--- src/rtl/ram_stream_reader.sv ---
// Streams a contiguous, wrapping range of a 1-cycle-latency RAM out as valid/ready words.
// A 2-entry skid buffer plus one in-flight read gives full throughput under backpressure.
module ram_stream_reader #(
   parameter int DATA_WIDTH = 8,
   parameter int DEPTH      = 16,
   parameter int ADDR_WIDTH = 4
) (
   input  logic                  clk_i,
   input  logic                  n_rst_i,
   input  logic                  start_i,
   input  logic [ADDR_WIDTH-1:0] base_addr_i,
   input  logic [ADDR_WIDTH:0]   length_i,
   output logic                  busy_o,
   output logic                  done_o,
   output logic                  ram_re_o,
   output logic [ADDR_WIDTH-1:0] ram_addr_o,
   input  logic [DATA_WIDTH-1:0] ram_data_i,
   output logic [DATA_WIDTH-1:0] m_data_o,
   output logic                  m_valid_o,
   input  logic                  m_ready_i,
   output logic                  m_last_o
);

   typedef enum logic [1:0] {IDLE, READ, DRAIN, DONE} state_t;

   localparam logic [ADDR_WIDTH:0]   REM_ONE   = (ADDR_WIDTH+1)'(1);
   localparam logic [ADDR_WIDTH-1:0] ADDR_LAST = ADDR_WIDTH'(DEPTH - 1);

   state_t                  state_reg, state_next;
   logic [ADDR_WIDTH-1:0]   addr_reg;
   logic [ADDR_WIDTH:0]     remaining_reg;
   logic                    inflight_reg;
   logic                    inflight_last_reg;
   logic [1:0]              count_reg;
   logic                    rd_ptr_reg;
   logic                    wr_ptr_reg;
   logic [DATA_WIDTH-1:0]   buf_data_reg [2];
   logic [1:0]              buf_last_reg;

   logic pop;
   logic push;
   logic room;
   logic issue;
   logic load;

   assign pop  = m_valid_o & m_ready_i;
   assign push = inflight_reg;
   // Occupancy counts the read already in flight; a same-cycle pop frees a slot.
   assign room = ({1'b0, count_reg} + {2'b00, inflight_reg}) < (3'd2 + {2'b00, pop});

   always_ff @(posedge clk_i or negedge n_rst_i) begin
      if (!n_rst_i) begin
         state_reg <= IDLE;
      end else begin
         state_reg <= state_next;
      end
   end

   always_comb begin
      state_next = state_reg;
      issue      = 1'b0;
      load       = 1'b0;
      case (state_reg)
         IDLE: begin
            if (start_i) begin
               if (length_i != '0) begin
                  load       = 1'b1;
                  state_next = READ;
               end else begin
                  state_next = DONE;
               end
            end
         end
         READ: begin
            if (remaining_reg != '0 && room) begin
               issue = 1'b1;
               if (remaining_reg == REM_ONE) state_next = DRAIN;
            end
         end
         DRAIN: begin
            // Leave as soon as the final word pops so done_o follows it directly.
            if (!inflight_reg && (count_reg == 2'd0 || (count_reg == 2'd1 && pop)))
               state_next = DONE;
         end
         DONE:    state_next = IDLE;
         default: state_next = IDLE;
      endcase
   end

   assign ram_re_o   = issue;
   assign ram_addr_o = addr_reg;
   assign busy_o     = (state_reg == READ) || (state_reg == DRAIN);
   assign done_o     = (state_reg == DONE);
   assign m_valid_o  = (count_reg != 2'd0);
   assign m_data_o   = buf_data_reg[rd_ptr_reg];
   assign m_last_o   = buf_last_reg[rd_ptr_reg] & m_valid_o;

   always_ff @(posedge clk_i or negedge n_rst_i) begin
      if (!n_rst_i) begin
         addr_reg          <= '0;
         remaining_reg     <= '0;
         inflight_reg      <= 1'b0;
         inflight_last_reg <= 1'b0;
         count_reg         <= 2'd0;
         rd_ptr_reg        <= 1'b0;
         wr_ptr_reg        <= 1'b0;
      end else begin
         if (load) begin
            addr_reg      <= base_addr_i;
            remaining_reg <= length_i;
         end else if (issue) begin
            addr_reg      <= (addr_reg == ADDR_LAST) ? '0 : addr_reg + ADDR_WIDTH'(1);
            remaining_reg <= remaining_reg - REM_ONE;
         end
         inflight_reg      <= issue;
         inflight_last_reg <= issue && (remaining_reg == REM_ONE);
         if (push) wr_ptr_reg <= ~wr_ptr_reg;
         if (pop)  rd_ptr_reg <= ~rd_ptr_reg;
         case ({push, pop})
            2'b10:   count_reg <= count_reg + 2'd1;
            2'b01:   count_reg <= count_reg - 2'd1;
            default: count_reg <= count_reg;
         endcase
      end
   end

   for (genvar gi = 0; gi < 2; gi++) begin : g_entry
      always_ff @(posedge clk_i or negedge n_rst_i) begin
         if (!n_rst_i) begin
            buf_data_reg[gi] <= '0;
            buf_last_reg[gi] <= 1'b0;
         end else if (push && wr_ptr_reg == 1'(gi)) begin
            buf_data_reg[gi] <= ram_data_i;
            buf_last_reg[gi] <= inflight_last_reg;
         end
      end
   end

endmodule

--- config.mk ---
export PLATFORM = sky130hd
export DESIGN_NAME = ram_stream_reader
export DESIGN_NICKNAME = d
export VERILOG_FILES = /design/src/rtl/ram_stream_reader.sv
export SDC_FILE = /design/constraint.sdc
export NUM_CORES = 1
export LEC_CHECK = 0
export BUFFER_PORTS_ARGS = -buffer_cell sky130_fd_sc_hd__buf_2
export CAP_MARGIN = 20
export CORE_ASPECT_RATIO = 1.25
export CORE_UTILIZATION = 54
export CTS_BUF_LIST = sky130_fd_sc_hd__clkbuf_4 sky130_fd_sc_hd__clkbuf_8 sky130_fd_sc_hd__clkbuf_16
export DETAILED_ROUTE_END_ITERATION = 12
export PLACE_DENSITY = 0.9
export SYNTH_ARGS = -nofsm -noshare
export SYNTH_HDL_FRONTEND = slang
export SYNTH_SLANG_ARGS = --single-unit
--- constraint.sdc ---
create_clock -name clk_i -period 2.42 [get_ports clk_i]
set_input_delay 0 -clock clk_i [delete_from_list [all_inputs] [get_ports clk_i]]
set_output_delay 0 -clock clk_i [all_outputs]
set_load 0.02 [all_outputs]
==> out/metrics.yaml <==
status: "completed"
vdd_drop_max_mv: 1.07
synth_area_per_cell_um2: 11.9
synth-seq-cells: 35
period_share: 0.825
drive_gt1_frac: 0.367
cts.path.max_buffers: 2
clock-root-buffer: "clkbuf_8"
wire_per_inst_um: 13.9
rows: 23
clk_latency_ns: 0.29
largest_reg_flops: 16
slew_headroom: 0.501
fp.dieW_um: 54.6
synth-simple-area-share: 0.109
synth_top_area_frac: 0.470
finalClockSkew_ns: 0.00517
portBuffers: 37
firstDrtPassIters: 4
grt_pass1_wl_um: 5590
hpwl_um: 2450
cts_made_buffers: 5
grt_max_degree: 36
critPathTopFamily: "adder cells"
leakage_nw: 1.12
power_density_nw_per_um2: 1400
synthAdderAreaFrac: 0.0805
tightestPinTransition_ns: 0.749
startpoint_type: "register"
boundaryPins: 38
cts_tree: "yes"
die-area_um2: 3690
dominantRegCellSynth: "dfrtp_1"
min_period_ns: 2.00
setup_violations: 0
hold_violations: 0
hold_depth: 3
grt_setup_unrepaired: "no"
cp.required_ns: 2.58
path_class: "register to register"
seq_area_frac_synth: 0.470
syn-num-nets: 190
synthXorXnorAreaFrac: 0.0376
crit_path_top_delay_cell: "dfrtp_1"
slew_viol_final: 0
netlist_area_um2: 1860
core_um2: 3250
area_growth_pct: 27.6
endpoint_kind: "register"
antenna_found_initial: 0
drt_iter0_drc: 13
synthTopCellsByArea: "dfrtp_1 (47%), mux2_2 (16%), ha_1 (8.1%)"
critPathBufInv: 0
cpPeakStageDelay_ns: 0.43
yosys-top-cells-count: "dfrtp_1 (35), mux2_2 (26), ha_1 (12)"
ys_async_sr_fraction: 1.00
fmax_mhz: 501
wl_um: 3540
htree_num_levels: 2
place_congestion: 0.911
synth_warnings: 0
post-cts-setup-buffers: 0
cts_hold_buf: 18
cts.sinks: 35
num_vias: 1368
vias_per_cell: 5.36
fin_area_um2: 2380
synth.most_common_cell: "dfrtp_1"
final_antenna_net_count: 0
placed_cell_area_um2: 2080
syn_inst: 157
cap_violations: 0
grt_pass1_vias: 1362
grt_overflow_total: 0
nNetsFinal: 250
clkTransAtPathRegs_ns: 0.07
fillers: 230
grtUsageTotal: 0.216
rr_worst_depth: 7
die_h_um: 67.7
insertedDiodeCount: 0
cp_common_cell: "ha_1"
crit_chain: "ha_1, ha_1, nor2_1, o2bb2ai_4, nor3b_1, o221ai_1, mux2i_1"
drc: 0
p_total_mw: 3.34
tns_ns: 0
hold_class: "input port to register"
multi_input_area_um2: 927
synth_top_family_by_area: "multiplexers"
final-seq-area_um2: 876
worst-path-stages: 7
yosysTopAreaCell: "dfrtp_1"
synth_cell_types: 35
post_cts_resized: 0
synth_compound_area_frac: 0.0919
synth_edf_count: 0
worstPathArrival_ns: 2.16
synthMuxAreaShare: 0.179
initial_utilization: 0.573
cp_max_fo: 6
## worst paths after layout
path                                                      to                        start  slack [ns]
worst max-delay path                state_reg[0]$_DFFE_PN0P_       inflight_reg$_DFF_PN0_        0.42
worst min-delay path            remaining_reg[4]$_DFFE_PN0P_                  length_i[4]        0.03
worst max register to register      state_reg[0]$_DFFE_PN0P_       inflight_reg$_DFF_PN0_        0.42
worst min register to register   buf_data_reg[2]$_DFFE_PN0P_  buf_data_reg[2]$_DFFE_PN0P_        0.50
max in group asynchronous        buf_last_reg[0]$_DFFE_PN0P_                      n_rst_i        1.62
min in group asynchronous        buf_data_reg[2]$_DFFE_PN0P_                      n_rst_i        0.33
## report_power, final
part | switching [mW] | internal (mW) | leakage (nW)
clock network | 0.208 | 0.333 | 0.0612
registers | 0.233 | 0.870 | 0.423
logic | 0.908 | 0.787 | 0.633
## cell usage in the layout (no fill, tap or decap), types with 3 or more instances in the layout
cell type,count
nand2_1,10
inv_1,10
dfrtp_1,35
a31oi_1,4
buf_2,37
mux2i_1,4
mux2_2,26
xor2_1,5
nand3_1,6
nor2_1,10
ha_1,12
dlygate4sd3_1,18
clkbuf_8,6
xnor2_1,3
o21ai_0,8
## tightest hold or removal path, cell delays in order
cell and delay, ns:
buf_2 0.10, nand3_1 0.10, a2bb2oi_1 0.07
## cell type report
cell class	count	area share
flip-flops and latches	35	0.368
clock inverters	2	0.0147
clock buffers	6	0.0347
well taps	37	0.0195
repair buffers	55	0.154
inverters	11	0.0195
multi-input cells	109	0.390
## through the flow
step	setup WS (ns)	instances	util	hold WS, ns
2_1_floorplan	0.604	157	-	-0.296
3_3_place_gp	0.539	229	0.640	0.105
3_5_place_dp	0.405	229	0.640	0.116
4_1_cts	0.392	255	0.731	0.0178
5_1_grt	0.230	255	0.731	0.0241
6_report	0.424	255	0.731	0.0250
## cells by family after synthesis
family                   Yosys count
flip-flops                        35
buffers and inverters             13
AND/OR/NAND/NOR                   37
multiplexers                      30
adder cells (fa/ha/maj)           12
XOR/XNOR                           8
AO/OA/AOI/OAI                     22
## per-layer routing
layer	vias to the layer above	routed length, µm	global-route usage
li1	670	-	-
met1	660	1520	0.225
met2	34	1840	0.396
met3	4	137	0.0608
met4	0	34	0.0769
met5	-	0	0
Power figures use the tool's default switching activity.
